[src/rtl/pulse_counter_mc.sv]
// Multi-channel programmable pulse counter: each channel counts rising edges on
// its pulse input, strobes hit on a target match, then stops or auto-reloads.
module pulse_counter_mc #(
  parameter int CNT_W = 8,
  parameter int CH    = 2
) (
  input  logic                clk,
  input  logic                rst,
  input  logic [CH-1:0]       en,
  input  logic [CH-1:0]       clr,
  input  logic [CH-1:0]       pulse_in,
  input  logic [CH-1:0]       reload,
  input  logic [CH*CNT_W-1:0] target,
  output logic [CH*CNT_W-1:0] count,
  output logic [CH-1:0]       hit,
  output logic [CH-1:0]       done_n,
  output logic [CH-1:0]       ovf
);

  typedef enum logic [1:0] {
    IDLE  = 2'd0,
    COUNT = 2'd1,
    DONE  = 2'd2
  } state_e;

  state_e           state_q [CH];
  state_e           state_d [CH];
  logic [CNT_W-1:0] cnt_q   [CH];
  logic [CNT_W-1:0] cnt_d   [CH];
  logic [CNT_W-1:0] nxt     [CH];
  logic [CNT_W-1:0] tgt     [CH];
  logic [CH-1:0]    hit_q, hit_d;
  logic [CH-1:0]    done_n_q, done_n_d;
  logic [CH-1:0]    ovf_q, ovf_d;
  logic [CH-1:0]    prev_q, prev_d;
  logic [CH-1:0]    edge_det;

  always_comb begin
    hit_d    = '0;
    done_n_d = done_n_q;
    ovf_d    = ovf_q;
    prev_d   = pulse_in;
    edge_det = pulse_in & ~prev_q;
    for (int i = 0; i < CH; i++) begin
      state_d[i] = state_q[i];
      cnt_d[i]   = cnt_q[i];
      tgt[i]     = target[i*CNT_W +: CNT_W];
      nxt[i]     = cnt_q[i] + 1'b1;
      if (clr[i]) begin
        cnt_d[i]    = '0;
        ovf_d[i]    = 1'b0;
        done_n_d[i] = 1'b1;
        state_d[i]  = en[i] ? COUNT : IDLE;
      end else begin
        unique case (state_q[i])
          IDLE: begin
            if (en[i]) begin
              state_d[i] = COUNT;
              cnt_d[i]   = '0;
            end
          end
          COUNT: begin
            if (!en[i]) begin
              state_d[i] = IDLE;
            end else if (edge_det[i]) begin
              // A zero target disables matching so the channel free-runs
              if ((tgt[i] != '0) && (nxt[i] == tgt[i])) begin
                hit_d[i] = 1'b1;
                if (reload[i]) begin
                  cnt_d[i] = '0;
                end else begin
                  cnt_d[i]    = tgt[i];
                  done_n_d[i] = 1'b0;
                  state_d[i]  = DONE;
                end
              end else begin
                cnt_d[i] = nxt[i];
                if (cnt_q[i] == '1) ovf_d[i] = 1'b1;
              end
            end
          end
          DONE: begin
            if (!en[i]) begin
              state_d[i]  = IDLE;
              done_n_d[i] = 1'b1;
            end
          end
          default: begin
            state_d[i] = IDLE;
          end
        endcase
      end
    end
  end

  always_ff @(posedge clk) begin
    if (rst) begin
      for (int i = 0; i < CH; i++) begin
        state_q[i] <= IDLE;
        cnt_q[i]   <= '0;
      end
      hit_q    <= '0;
      done_n_q <= '1;
      ovf_q    <= '0;
      prev_q   <= '1;
    end else begin
      for (int i = 0; i < CH; i++) begin
        state_q[i] <= state_d[i];
        cnt_q[i]   <= cnt_d[i];
      end
      hit_q    <= hit_d;
      done_n_q <= done_n_d;
      ovf_q    <= ovf_d;
      prev_q   <= prev_d;
    end
  end

  for (genvar g = 0; g < CH; g++) begin : g_count
    assign count[g*CNT_W +: CNT_W] = cnt_q[g];
  end

  assign hit    = hit_q;
  assign done_n = done_n_q;
  assign ovf    = ovf_q;

endmodule
[config.mk]
export PLATFORM = sky130hd
export DESIGN_NAME = pulse_counter_mc
export DESIGN_NICKNAME = d
export VERILOG_FILES = /design/src/rtl/pulse_counter_mc.sv
export SDC_FILE = /design/constraint.sdc
export NUM_CORES = 1
export LEC_CHECK = 0
export CAP_MARGIN = 10
export CELL_PAD_IN_SITES_DETAIL_PLACEMENT = 1
export CELL_PAD_IN_SITES_GLOBAL_PLACEMENT = 2
export CORE_ASPECT_RATIO = 0.7
export CORE_MARGIN = 8
export CORE_UTILIZATION = 30
export DETAILED_ROUTE_END_ITERATION = 16
export GPL_ROUTABILITY_DRIVEN = 0
export MAX_ROUTING_LAYER = met4
export PLACE_DENSITY = 0.95
export SYNTH_ARGS = -nofsm -noshare
export SYNTH_HDL_FRONTEND = slang
export SYNTH_SLANG_ARGS = --single-unit
[constraint.sdc]
create_clock -name clk -period 4.3 [get_ports clk]
set_clock_uncertainty 0.2 [all_clocks]
set_input_delay 1.075 -clock clk [delete_from_list [all_inputs] [get_ports clk]]
set_output_delay 1.075 -clock clk [all_outputs]
set_load 0.005 [all_outputs]
### Word-level counts from Yosys, hierarchy flattened

Memories as Yosys holds them, arrays and structs flattened.
Cells that the tools add are included.

| cells by class | value |
|---|---|
| equal/unequal tests | 18 |
| divide/modulo/power cells | 0 |
| $mul | 0 |
| reductions and logical operators | 16 |
| add/subtract/negate cells | 2 |
| bitwise operators | 14 |
| shift-type cells | 0 |
| mux-type cells | 53 |
| magnitude comparators | 0 |

Operator list:

| kind | number |
|---|---|
| $mux 8 | 14 |
| $mux 2 | 16 |
| $pmux 8 s2 | 2 |
| $ne 2x2->1 const B | 10 |
| $mux 1 | 17 |
| $add 8x1->8 const B | 2 |
| $eq 8x8->1 | 2 |
| $eq 8x8->1 const B | 2 |
| $reduce_bool 8->1 | 2 |
| $pmux 2 s3 | 2 |
| $reduce_and 6->1 | 2 |
| $reduce_and 5->1 | 2 |
| $reduce_or 5->1 | 2 |
| $not 1->1 | 8 |
| $eq 2x1->1 const B | 2 |
| $eq 2x2->1 const B | 2 |
| $logic_not 2->1 | 2 |
| $or 1x1->1 | 4 |
| $pmux 1 s2 | 2 |
| $reduce_bool 2->1 | 2 |
| $reduce_or 2->1 | 2 |
| $and 2x2->2 | 1 |
| $logic_and 1x1->1 | 2 |
| $not 2->2 | 1 |

| word-level totals | value |
|---|---|
| memories | 2 |
| latch bits | 0 |
| bits in registers | 8 |
| bits in writable memories | 20 |
| ROM bits | 0 |
| output and inout port bits | 22 |
| logic and storage cells | 112 |

Memory list:

| name | words | width | read ports | clocked after memory_dff | write ports | RTL line | RTL |
|---|---|---|---|---|---|---|---|
| cnt_q | 2 | 8 | 2 | 0 | 2 | 28 | `logic [CNT_W-1:0] cnt_q [CH];` |
| state_q | 2 | 2 | 2 | 0 | 2 | 26 | `state_e state_q [CH];` |

### Longest topological paths before layout

Gate-level depths: netlist of run 1.

| logic depth | value |
|---|---|
| depth after elaboration | 9 |
| mapped depth | 10 |
| gate-level depth less buffers | 8 |

### Least setup slack after synthesis of run 1

OpenSTA, ideal clock, no wires.

| path | value |
|---|---|
| path kind | in2reg |
| from | input target[0] |
| to | memory cnt_q[0][4] |
| buffers on the path | 0 |
| stages | 7 |
| required time | 3.980 ns |
| arrival time | 2.725 ns |
| library setup time | 0.120 ns |
| setup slack | 1.256 ns |
| cell sequence | or4b_1 > a21oi_1 > o221ai_1 > nor4_2 > nand2b_1 > nor3_1 > a211o_1 |

RTL lines:

| item | RTL line | RTL |
|---|---|---|
| from (decl) | 13 | `input logic [CH*CNT_W-1:0] target,` |
| to (decl) | 28 |  |

==> results of run 1 <==
-- cell usage in the layout (no fill, tap or decap), types with 9 or more instances in the layout --
cell type and count:
sky130_fd_sc_hd__clkdlybuf4s50_1 47, sky130_fd_sc_hd__dfxtp_1 28, sky130_fd_sc_hd__nand2_1 23, sky130_fd_sc_hd__o21ai_0 19, sky130_fd_sc_hd__nor2_1 17, sky130_fd_sc_hd__nand2b_1 12
sky130_fd_sc_hd__nor3_1 10, sky130_fd_sc_hd__nand3_1 9
-- routing by layer --
| layer | track usage | share of wire | vias up |
|---|---|---|---|
| met5 | - | 0 | - |
| met2 | 0.210 | 0.44 | 33 |
| met3 | 0.0170 | 0.024 | 5 |
| li1 | - | - | 1072 |
| met4 | 0.0253 | 0.0065 | 0 |
| met1 | 0.215 | 0.53 | 1073 |
-- flip-flops by register name (all words and copies together), names as in the netlist --
signal and count:
cnt_q 16, state_q 4, done_n 2, hit 2, ovf 2, prev_q 2
-- worst reg2reg max path, stage by stage, from the launching register on --
cell	delay [ns]
sky130_fd_sc_hd__dfxtp_1	0.53
sky130_fd_sc_hd__ha_1	0.35
sky130_fd_sc_hd__or4b_1	0.50
sky130_fd_sc_hd__a21oi_1	0.15
sky130_fd_sc_hd__o221ai_1	0.17
sky130_fd_sc_hd__nor4_2	0.29
sky130_fd_sc_hd__buf_4	0.24
sky130_fd_sc_hd__nand2b_1	0.28
sky130_fd_sc_hd__nor3_1	0.10
sky130_fd_sc_hd__a211o_1	0.27
-- final timing paths --
| path | slack [ns] | cells after the start | to |
|---|---|---|---|
| setup / recovery | 0.66 | 9 | cnt_q[0][5]$_SDFFE_PP0P_ |
| hold / removal | 0.28 | 1 | ovf[0]$_SDFFE_PP0P_ |
| setup reg to reg | 1.11 | 9 | cnt_q[0][5]$_SDFFE_PP0P_ |
| hold reg to reg | 0.28 | 1 | ovf[0]$_SDFFE_PP0P_ |
-- power groups by stage --
stage               clock [uW]  sequential, uW  combinational (uW)
floorplan                    0             268                30.8
global placement             0             269                72.1
detailed placement           0             269                73.3
CTS                        218             263                73.8
global route               228             263                81.0
finish                     211             263                73.9
-- area by class of cell --
class                      count  area [sq um]  area share
inverter                       7          26.3     0.00985
tap                           94           118      0.0441
multi-input combinational    217          1400       0.524
timing repair buffer          50           493       0.185
clock inverter                 1          30.0      0.0113
clock buffer                   3          41.3      0.0155
sequential                    28           561       0.210
-- stage by stage --
stage / total power, uW / hold slack, ns / cell area (sq um) / cells
5_1_grt: 572 / 0.310 / 2670 / 400
4_1_cts: 555 / 0.291 / 2670 / 400
3_3_place_gp: 341 / 0.254 / 2600 / 396
6_report: 548 / 0.281 / 2670 / 400
2_1_floorplan: 299 / 0.264 / 2040 / 263
3_5_place_dp: 342 / 0.266 / 2600 / 396
-- logic make-up (layout without fill, tap and decap cells) --
logic type	count (synthesis)	count (layout)
simple gates	135	135
compound gates	64	64
flops	28	28
buf+inv	18	61
xor+xnor	13	13
mux	3	3
fa+ha+maj	2	2
==> results_tabular.tex, run 1 <==
\begin{tabular}{lr}
\hline
Metric & Value \\
\hline
\multicolumn{2}{l}{\textbf{Flow run}} \\
MaxCap Viol Count & 0 \\
\multicolumn{2}{l}{\textbf{CTS}} \\
Root buffer cell & sky130\_fd\_sc\_hd\_\_clkbuf\_8 \\
CTS max path bufs & 2 \\
Number of hold-repair buffers added at the cts stage & 0 \\
Number of buffers created by CTS & 3 \\
Setup bufs post-CTS & 0 \\
Clock latency reported for the late side of the worst-skew pair & approximately 0.28 ns \\
Number of sinks handled by clock tree synthesis & 28 \\
CTS tree & done \\
Resized cells post-CTS & 0 \\
H-tree depth & 1 \\
Clock edge transition at the registers on the reported setup and hold paths & approximately 0.10 ns \\
\multicolumn{2}{l}{\textbf{Global routing}} \\
Overall routing resource usage & 0.147 \\
Antenna violations before repair & 0 \\
Maximum number of pins on one net before global-route repair & 20 \\
Number of global-route vias before repair & 2,152 \\
First-pass GRT wire length & $\sim$12 mm \\
Grt ovf & 0 \\
\multicolumn{2}{l}{\textbf{Synthesis}} \\
Cells taking the most area after synthesis & sky130\_fd\_sc\_hd\_\_dfxtp\_1 (28\%), sky130\_fd\_sc\_hd\_\_o21ai\_0 (4.7\%), sky130\_fd\_sc\_hd\_\_nand2\_1 (4.2\%) \\
Synth Area in Compound Gates & 0.214 \\
Syn nets & about 290 \\
Top-area cell type share of the netlist area & 0.275 \\
Combinational family with the most area after synthesis & simple AND/OR/NAND/NOR gates \\
Fraction of the yosys area taken by sequential cells & 0.275 \\
Synthesized area per cell & 7.75 sq um \\
Commonest register cell after synthesis & sky130\_fd\_sc\_hd\_\_dfxtp\_1 \\
Simple-gate area share of the yosys netlist & 0.388 \\
Xor/xnor cell area share of the yosys netlist & 0.0559 \\
Post-synthesis adder-cell area fraction & 0.0123 \\
Area of the mapped netlist & a little over 2000 sq um \\
Warnings from Yosys & 0 \\
Cell count after synthesis & between 200 and 300 \\
Mux cell area share after synthesis & 0.0160 \\
Top cell types by occurrence after synthesis & sky130\_fd\_sc\_hd\_\_dfxtp\_1 (28), sky130\_fd\_sc\_hd\_\_nand2\_1 (23), sky130\_fd\_sc\_hd\_\_o21ai\_0 (19) \\
Post-synth ARST share & 0 \\
Number of synthesized register bits & 28 \\
Cell with the most instances after synthesis & sky130\_fd\_sc\_hd\_\_dfxtp\_1 \\
Number of synthesized flops with an enable pin & 0 \\
Number of distinct library cell variants in the gate-level netlist after synthesis & 56 \\
Cell taking the most area after synthesis & sky130\_fd\_sc\_hd\_\_dfxtp\_1 \\
\multicolumn{2}{l}{\textbf{Die}} \\
Die boundary height & approximately 85 microns \\
Overall die width & 114 microns \\
Initial cell density of the core & 0.306 \\
Core region area & about 6700 sq um \\
Row cnt & 25 \\
Count of pins on the block boundary & between 40 and 50 \\
Die ar. & roughly 9700 sq um \\
\multicolumn{2}{l}{\textbf{Placed design}} \\
Post-Place Worst Slack & 0.402 ns \\
\# port buffers & between 40 and 50 \\
Placed wire-length estimate & 5.45 mm \\
\multicolumn{2}{l}{\textbf{Pwr}} \\
Net switching power figure & approximately 120 uW \\
Internal power consumption & around 420 uW \\
Net Sw Frac & 0.228 \\
Worst ir drop on vdd & 0.167 mV \\
Clock network fraction of design power & 0.386 \\
Leakage power & about 0.0009 uW \\
Power density over the cells & between 200 and 250 nW/um\^{}2 \\
Comb power frac & 0.135 \\
Sequential group share of total power & 0.479 \\
\multicolumn{2}{l}{\textbf{Routing}} \\
Final routed wirelength across all metal layers & 6.79 mm \\
WL/cell & around 17 microns \\
Number of detailed-routing iterations run before antenna repair & 4 \\
DR vias/cell & 5.46 \\
Drc violations & 0 \\
Total number of vias & $\sim$2.2k \\
DRT antenna net count & 0 \\
DRC violation total after the first TritonRoute iteration & 101 \\
\multicolumn{2}{l}{\textbf{Timing}} \\
Worst slew pin tran & about 0.65 ns \\
Total setup violations reported at the end of the flow & 0 \\
Final-report max-slew violation count & 0 \\
Final total negative setup slack & 0 ns \\
Period minus WS final & $\sim$3.6 ns \\
Unrepaired setup endpoints after global routing & no \\
Number of hold violations in the final report & 0 \\
Final setup margin & between 0.6 and 0.7 ns \\
Worst slew slack as a fraction of its limit & 0.565 \\
Maximum operating frequency & between 200 and 300 MHz \\
Portion of the clock cycle consumed by the worst path in the final layout & 0.846 \\
\multicolumn{2}{l}{\textbf{Setup path}} \\
Number of buffers and inverters on the critical path & 2 \\
Max incr delay on CP & approximately 0.55 ns \\
First element of the critical path & target[1] \\
Worst EP arrival & $\sim$3.6 ns \\
Cell at the slowest stage of the critical path & sky130\_fd\_sc\_hd\_\_or4b\_1 \\
Critical Path, Cell by Cell & clkdlybuf4s50\_1 -> or4b\_1 -> a21oi\_1 -> o221ai\_1 -> nor4\_2 -> buf\_4 -> nand2b\_1 -> nor3\_1 -> a211o\_1 \\
Type of destination of the critical path & register \\
Critical setup path kind & input pin to register \\
Maximum fanout along the worst path & 13 \\
Reg-to-reg startpoint & cnt\_q[0][0]\$\_SDFFE\_PP0P\_ \\
Required time of the critical path & $\sim$4.3 ns \\
Critical path launch point type & input pin \\
Crit-path leading delay family & simple AND/OR/NAND/NOR gates \\
\multicolumn{2}{l}{\textbf{Worst hold path}} \\
Worst min-delay path startpoint & ovf[0]\$\_SDFFE\_PP0P\_ \\
Class of the most critical hold timing path & register to register \\
\multicolumn{2}{l}{\textbf{Finish}} \\
Layout net count & $\sim$340 \\
Post-layout util & 0.400 \\
Number of antenna repair diodes & 0 \\
Layout cells sized above 1 & 0.0556 \\
Fill count & 809 \\
P\&R area growth vs syn & 31.0\% \\
\multicolumn{2}{l}{\textbf{Status}} \\
Status & finished, final reports clean \\
\hline
\end{tabular}
Power figures use the tool's default switching activity.
==> run 2: changes to the inputs <==
--- a/config.mk
+++ b/config.mk
@@ -10,11 +10,11 @@
 export CELL_PAD_IN_SITES_GLOBAL_PLACEMENT = 2
 export CORE_ASPECT_RATIO = 0.7
 export CORE_MARGIN = 8
-export CORE_UTILIZATION = 30
+export CORE_UTILIZATION = 25
 export DETAILED_ROUTE_END_ITERATION = 16
 export GPL_ROUTABILITY_DRIVEN = 0
 export MAX_ROUTING_LAYER = met4
-export PLACE_DENSITY = 0.95
+export PLACE_DENSITY = 0.87
 export SYNTH_ARGS = -nofsm -noshare
 export SYNTH_HDL_FRONTEND = slang
 export SYNTH_SLANG_ARGS = --single-unit
==> constraint.sdc (replaced) <==
create_clock -name clk -period 3.05 [get_ports clk]
set_clock_uncertainty 0.2 [all_clocks]
set_input_delay 0.7625 -clock clk [delete_from_list [all_inputs] [get_ports clk]]
set_output_delay 0.7625 -clock clk [all_outputs]
set_load 0.005 [all_outputs]
==> run 2 against run 1 <==
Net effect:
- global-route usage fell by 1.9 points
- flip-flop and latch count did not move
- first-iteration DRC count rose by 17%
==> results_tabular.tex, run 2 (synthesis results as in run 1) <==
\begin{tabular}{lr}
\hline
Metric & Value \\
\hline
\multicolumn{2}{l}{\textbf{Global routing}} \\
Routing usage on met2 & 0.173 (was 0.210) \\
GR Util met1 & 0.193 (was 0.215) \\
First-pass GRT wire length & 11.6 mm (was 11.5 mm) \\
Number of global-route vias before repair & 2,262 (was 2,152) \\
Grt ovf & 0 (unchanged) \\
Met3 track utilization from global routing & 0.0167 (was 0.0170) \\
Antenna violations before repair & 0 (unchanged) \\
Busiest layer in global routing & met1 (unchanged) \\
Overall routing resource usage & 0.127 (was 0.147) \\
Maximum number of pins on one net before global-route repair & 20 (unchanged) \\
\multicolumn{2}{l}{\textbf{Routing}} \\
Drc violations & 0 (unchanged) \\
DRC violation total after the first TritonRoute iteration & 118 (was 101) \\
Total number of vias & 2,288 (was 2,183) \\
Final routed wirelength across all metal layers & 7.35 mm (was 6.79 mm) \\
WL/cell & 16.9 microns (was 17.0 microns) \\
DRT antenna net count & 0 (unchanged) \\
DR vias/cell & 5.26 (was 5.46) \\
Number of detailed-routing iterations run before antenna repair & 4 (unchanged) \\
\multicolumn{2}{l}{\textbf{Placed design}} \\
Placed wire-length estimate & 5.75 mm (was 5.45 mm) \\
\# port buffers & 47 (unchanged) \\
Placed inst area & 2790 sq um (was 2600 sq um) \\
\multicolumn{2}{l}{\textbf{Timing}} \\
Portion of the clock cycle consumed by the worst path in the final layout & 0.989 \\
Period minus WS final & a little over 3 ns \\
Unrepaired setup endpoints after global routing & yes (was no) \\
Worst slew pin tran & 0.530 ns (was 0.647 ns) \\
Number of hold violations in the final report & 0 (unchanged) \\
Worst slew slack as a fraction of its limit & 0.645 (was 0.565) \\
Final-report max-slew violation count & 0 (unchanged) \\
Maximum operating frequency & 331 MHz \\
Total setup violations reported at the end of the flow & 0 (unchanged) \\
\multicolumn{2}{l}{\textbf{Die}} \\
Overall die width & 124 microns (was 114 microns) \\
Core region area & 7870 sq um (was 6660 sq um) \\
Row cnt & 27 (was 25) \\
Die ar. & 11,300 sq um (was 9720 sq um) \\
Die boundary height & 91.5 microns (was 84.9 microns) \\
Count of pins on the block boundary & 48 (unchanged) \\
Initial cell density of the core & 0.259 (was 0.306) \\
\multicolumn{2}{l}{\textbf{Finish}} \\
Most common library cell in the layout ignoring fill and taps & sky130\_fd\_sc\_hd\_\_clkdlybuf4s50\_1 (unchanged) \\
Design area & 3000 sq um (was 2670 sq um) \\
Top library cells by usage in the layout, fill and taps aside & sky130\_fd\_sc\_hd\_\_clkdlybuf4s50\_1 (43), sky130\_fd\_sc\_hd\_\_buf\_4 (30), sky130\_fd\_sc\_hd\_\_dfxtp\_1 (28), sky130\_fd\_sc\_hd\_\_nand2\_1 (23), sky130\_fd\_sc\_hd\_\_o21ai\_0 (19) (was sky130\_fd\_sc\_hd\_\_clkdlybuf4s50\_1 (47), sky130\_fd\_sc\_hd\_\_dfxtp\_1 (28), sky130\_fd\_sc\_hd\_\_nand2\_1 (23), sky130\_fd\_sc\_hd\_\_o21ai\_0 (19), sky130\_fd\_sc\_hd\_\_nor2\_1 (17)) \\
P\&R area growth vs syn & 47.4\% (was 31.0\%) \\
Register name with the most flops & cnt\_q (unchanged) \\
Number of antenna repair diodes & 0 (unchanged) \\
Total area of sequential cells & 561 sq um (unchanged) \\
Area taken by multi-input logic gates & 1470 sq um (was 1400 sq um) \\
Biggest regs & cnt\_q: 16 flops, state\_q: 4 flops (unchanged) \\
Layout cells sized above 1 & 0.168 (was 0.0556) \\
Largest register FFs & 16 (unchanged) \\
Layout net count & 363 (was 335) \\
Fill count & 946 (was 809) \\
\multicolumn{2}{l}{\textbf{CTS}} \\
CTS max path bufs & 2 (unchanged) \\
CTS tree & done (unchanged) \\
Number of sinks handled by clock tree synthesis & 28 (unchanged) \\
Number of hold-repair buffers added at the cts stage & 0 (unchanged) \\
Clock edge transition at the registers on the reported setup and hold paths & 0.07 ns (was 0.10 ns) \\
Number of buffers created by CTS & 3 (unchanged) \\
H-tree depth & 1 (unchanged) \\
Clock latency reported for the late side of the worst-skew pair & 0.26 ns (was 0.28 ns) \\
Root buffer cell & sky130\_fd\_sc\_hd\_\_clkbuf\_16 (was sky130\_fd\_sc\_hd\_\_clkbuf\_8) \\
\multicolumn{2}{l}{\textbf{Pwr}} \\
Leakage power & 0.00112 uW (was 0.000913 uW) \\
Power density over the cells & 298 nW/um\^{}2 (was 205 nW/um\^{}2) \\
Design Power & 893 uW (was 548 uW) \\
Worst ir drop on vdd & 0.214 mV (was 0.167 mV) \\
\multicolumn{2}{l}{\textbf{Setup path}} \\
Number of buffers and inverters on the critical path & 1 (was 2) \\
Required time of the critical path & 3.01 ns (was 4.28 ns) \\
Critical path launch point type & input pin (unchanged) \\
Cell at the slowest stage of the critical path & sky130\_fd\_sc\_hd\_\_or4b\_1 (unchanged) \\
Type of destination of the critical path & register (unchanged) \\
Maximum fanout along the worst path & 3 (was 13) \\
Max incr delay on CP & 0.49 ns (was 0.55 ns) \\
Critical setup path kind & input pin to register (unchanged) \\
Worst EP arrival & 2.98 ns (was 3.62 ns) \\
Crit-path leading delay family & simple AND/OR/NAND/NOR gates (unchanged) \\
Critical Path, Cell by Cell & clkdlybuf4s50\_1 -> xnor2\_1 -> or3\_1 -> a22oi\_1 -> nand4\_1 -> or2\_1 -> or4b\_1 -> o2111a\_1 (was clkdlybuf4s50\_1 -> or4b\_1 -> a21oi\_1 -> o221ai\_1 -> nor4\_2 -> buf\_4 -> nand2b\_1 -> nor3\_1 -> a211o\_1) \\
\multicolumn{2}{l}{\textbf{Status}} \\
Status & finished, final reports clean (unchanged) \\
\multicolumn{2}{l}{\textbf{Flow run}} \\
MaxCap Viol Count & 0 (unchanged) \\
\multicolumn{2}{l}{\textbf{Worst hold path}} \\
Class of the most critical hold timing path & register to register (unchanged) \\
\hline
\end{tabular}
[run 2: cell count changes in the layout (fill, tap and decap cells not counted), moves of 2 or more]
cell	change
sky130_fd_sc_hd__dlymetal6s2s_1	+4
sky130_fd_sc_hd__clkbuf_16	+3
sky130_fd_sc_hd__clkdlybuf4s50_1	-4
sky130_fd_sc_hd__o31ai_1	-2
sky130_fd_sc_hd__buf_4	+27
sky130_fd_sc_hd__a21oi_1	-2
sky130_fd_sc_hd__clkbuf_8	-3
sky130_fd_sc_hd__a21oi_2	+2
[run 2: per-layer routing]
layer / vias to the layer above / part of all wire
li1: 1130 / -
met1: 1121 / 0.54
met2: 33 / 0.43
met3: 4 / 0.022
met4: 0 / 0.0076
met5: - / 0
[run 2: through the flow]
stage,utilization,setup TNS (ns),cells,hold slack (ns),setup WS (ns)
2_1_floorplan,-,0,263,0.264,0.318
3_3_place_gp,0.354,-2.94,427,0.254,-0.288
3_5_place_dp,0.354,-3.73,427,0.260,-0.290
4_1_cts,0.369,0,431,0.277,0.00702
5_1_grt,0.381,-0.213,435,0.317,-0.0586
6_report,0.381,0,435,0.271,0.0328
[run 2: path summary, 6_finish.rpt]
path	slack (ns)	cells past startpoint	start	endpoint
worst max-delay path	0.03	8	target[14]	state_q[0][2]$_SDFFE_PP0P_
worst min register to register	0.27	1	ovf[1]$_SDFFE_PP0P_	ovf[1]$_SDFFE_PP0P_
worst max register to register	0.18	9	cnt_q[0][8]$_SDFFE_PP0P_	state_q[0][2]$_SDFFE_PP0P_
worst min-delay path	0.27	1	ovf[1]$_SDFFE_PP0P_	ovf[1]$_SDFFE_PP0P_
[run 2: worst register-to-register path, stage by stage, from the launching register on]
cell and delay (ns):
sky130_fd_sc_hd__dfxtp_1 0.45, sky130_fd_sc_hd__ha_1 0.34, sky130_fd_sc_hd__nor4b_2 0.25, sky130_fd_sc_hd__buf_4 0.17, sky130_fd_sc_hd__o31ai_4 0.06, sky130_fd_sc_hd__a22oi_1 0.22
sky130_fd_sc_hd__nand4_1 0.16, sky130_fd_sc_hd__or2_1 0.30, sky130_fd_sc_hd__or4b_1 0.49, sky130_fd_sc_hd__o2111a_1 0.14
[run 2: timing repair]
item / in CTS / in global routing
setup buffers: 0 / 4
pin swaps: 0 / 6
resized for setup: 3 / 15
endpoints found under the setup margin: 3 / 15
[run 2: final cells by class]
type                    instances  area share
clock buffers                   3      0.0250
clock inverters                 1      0.0100
inverters                       7     0.00875
multi-input cells             217       0.489
flip-flops and latches         28       0.187
well taps                     101      0.0421
repair buffers                 78       0.239
[run 2: report_power, final]
| part | leakage [uW] | internal, uW | total (uW) | switching (uW) |
|---|---|---|---|---|
| clock | 0.0000511 | 262 | 397 | 135 |
| sequential | 0.000227 | 368 | 370 | 1.93 |
| combinational | 0.000839 | 65.9 | 127 | 61.1 |
| total | 0.00112 | 696 | 893 | 198 |
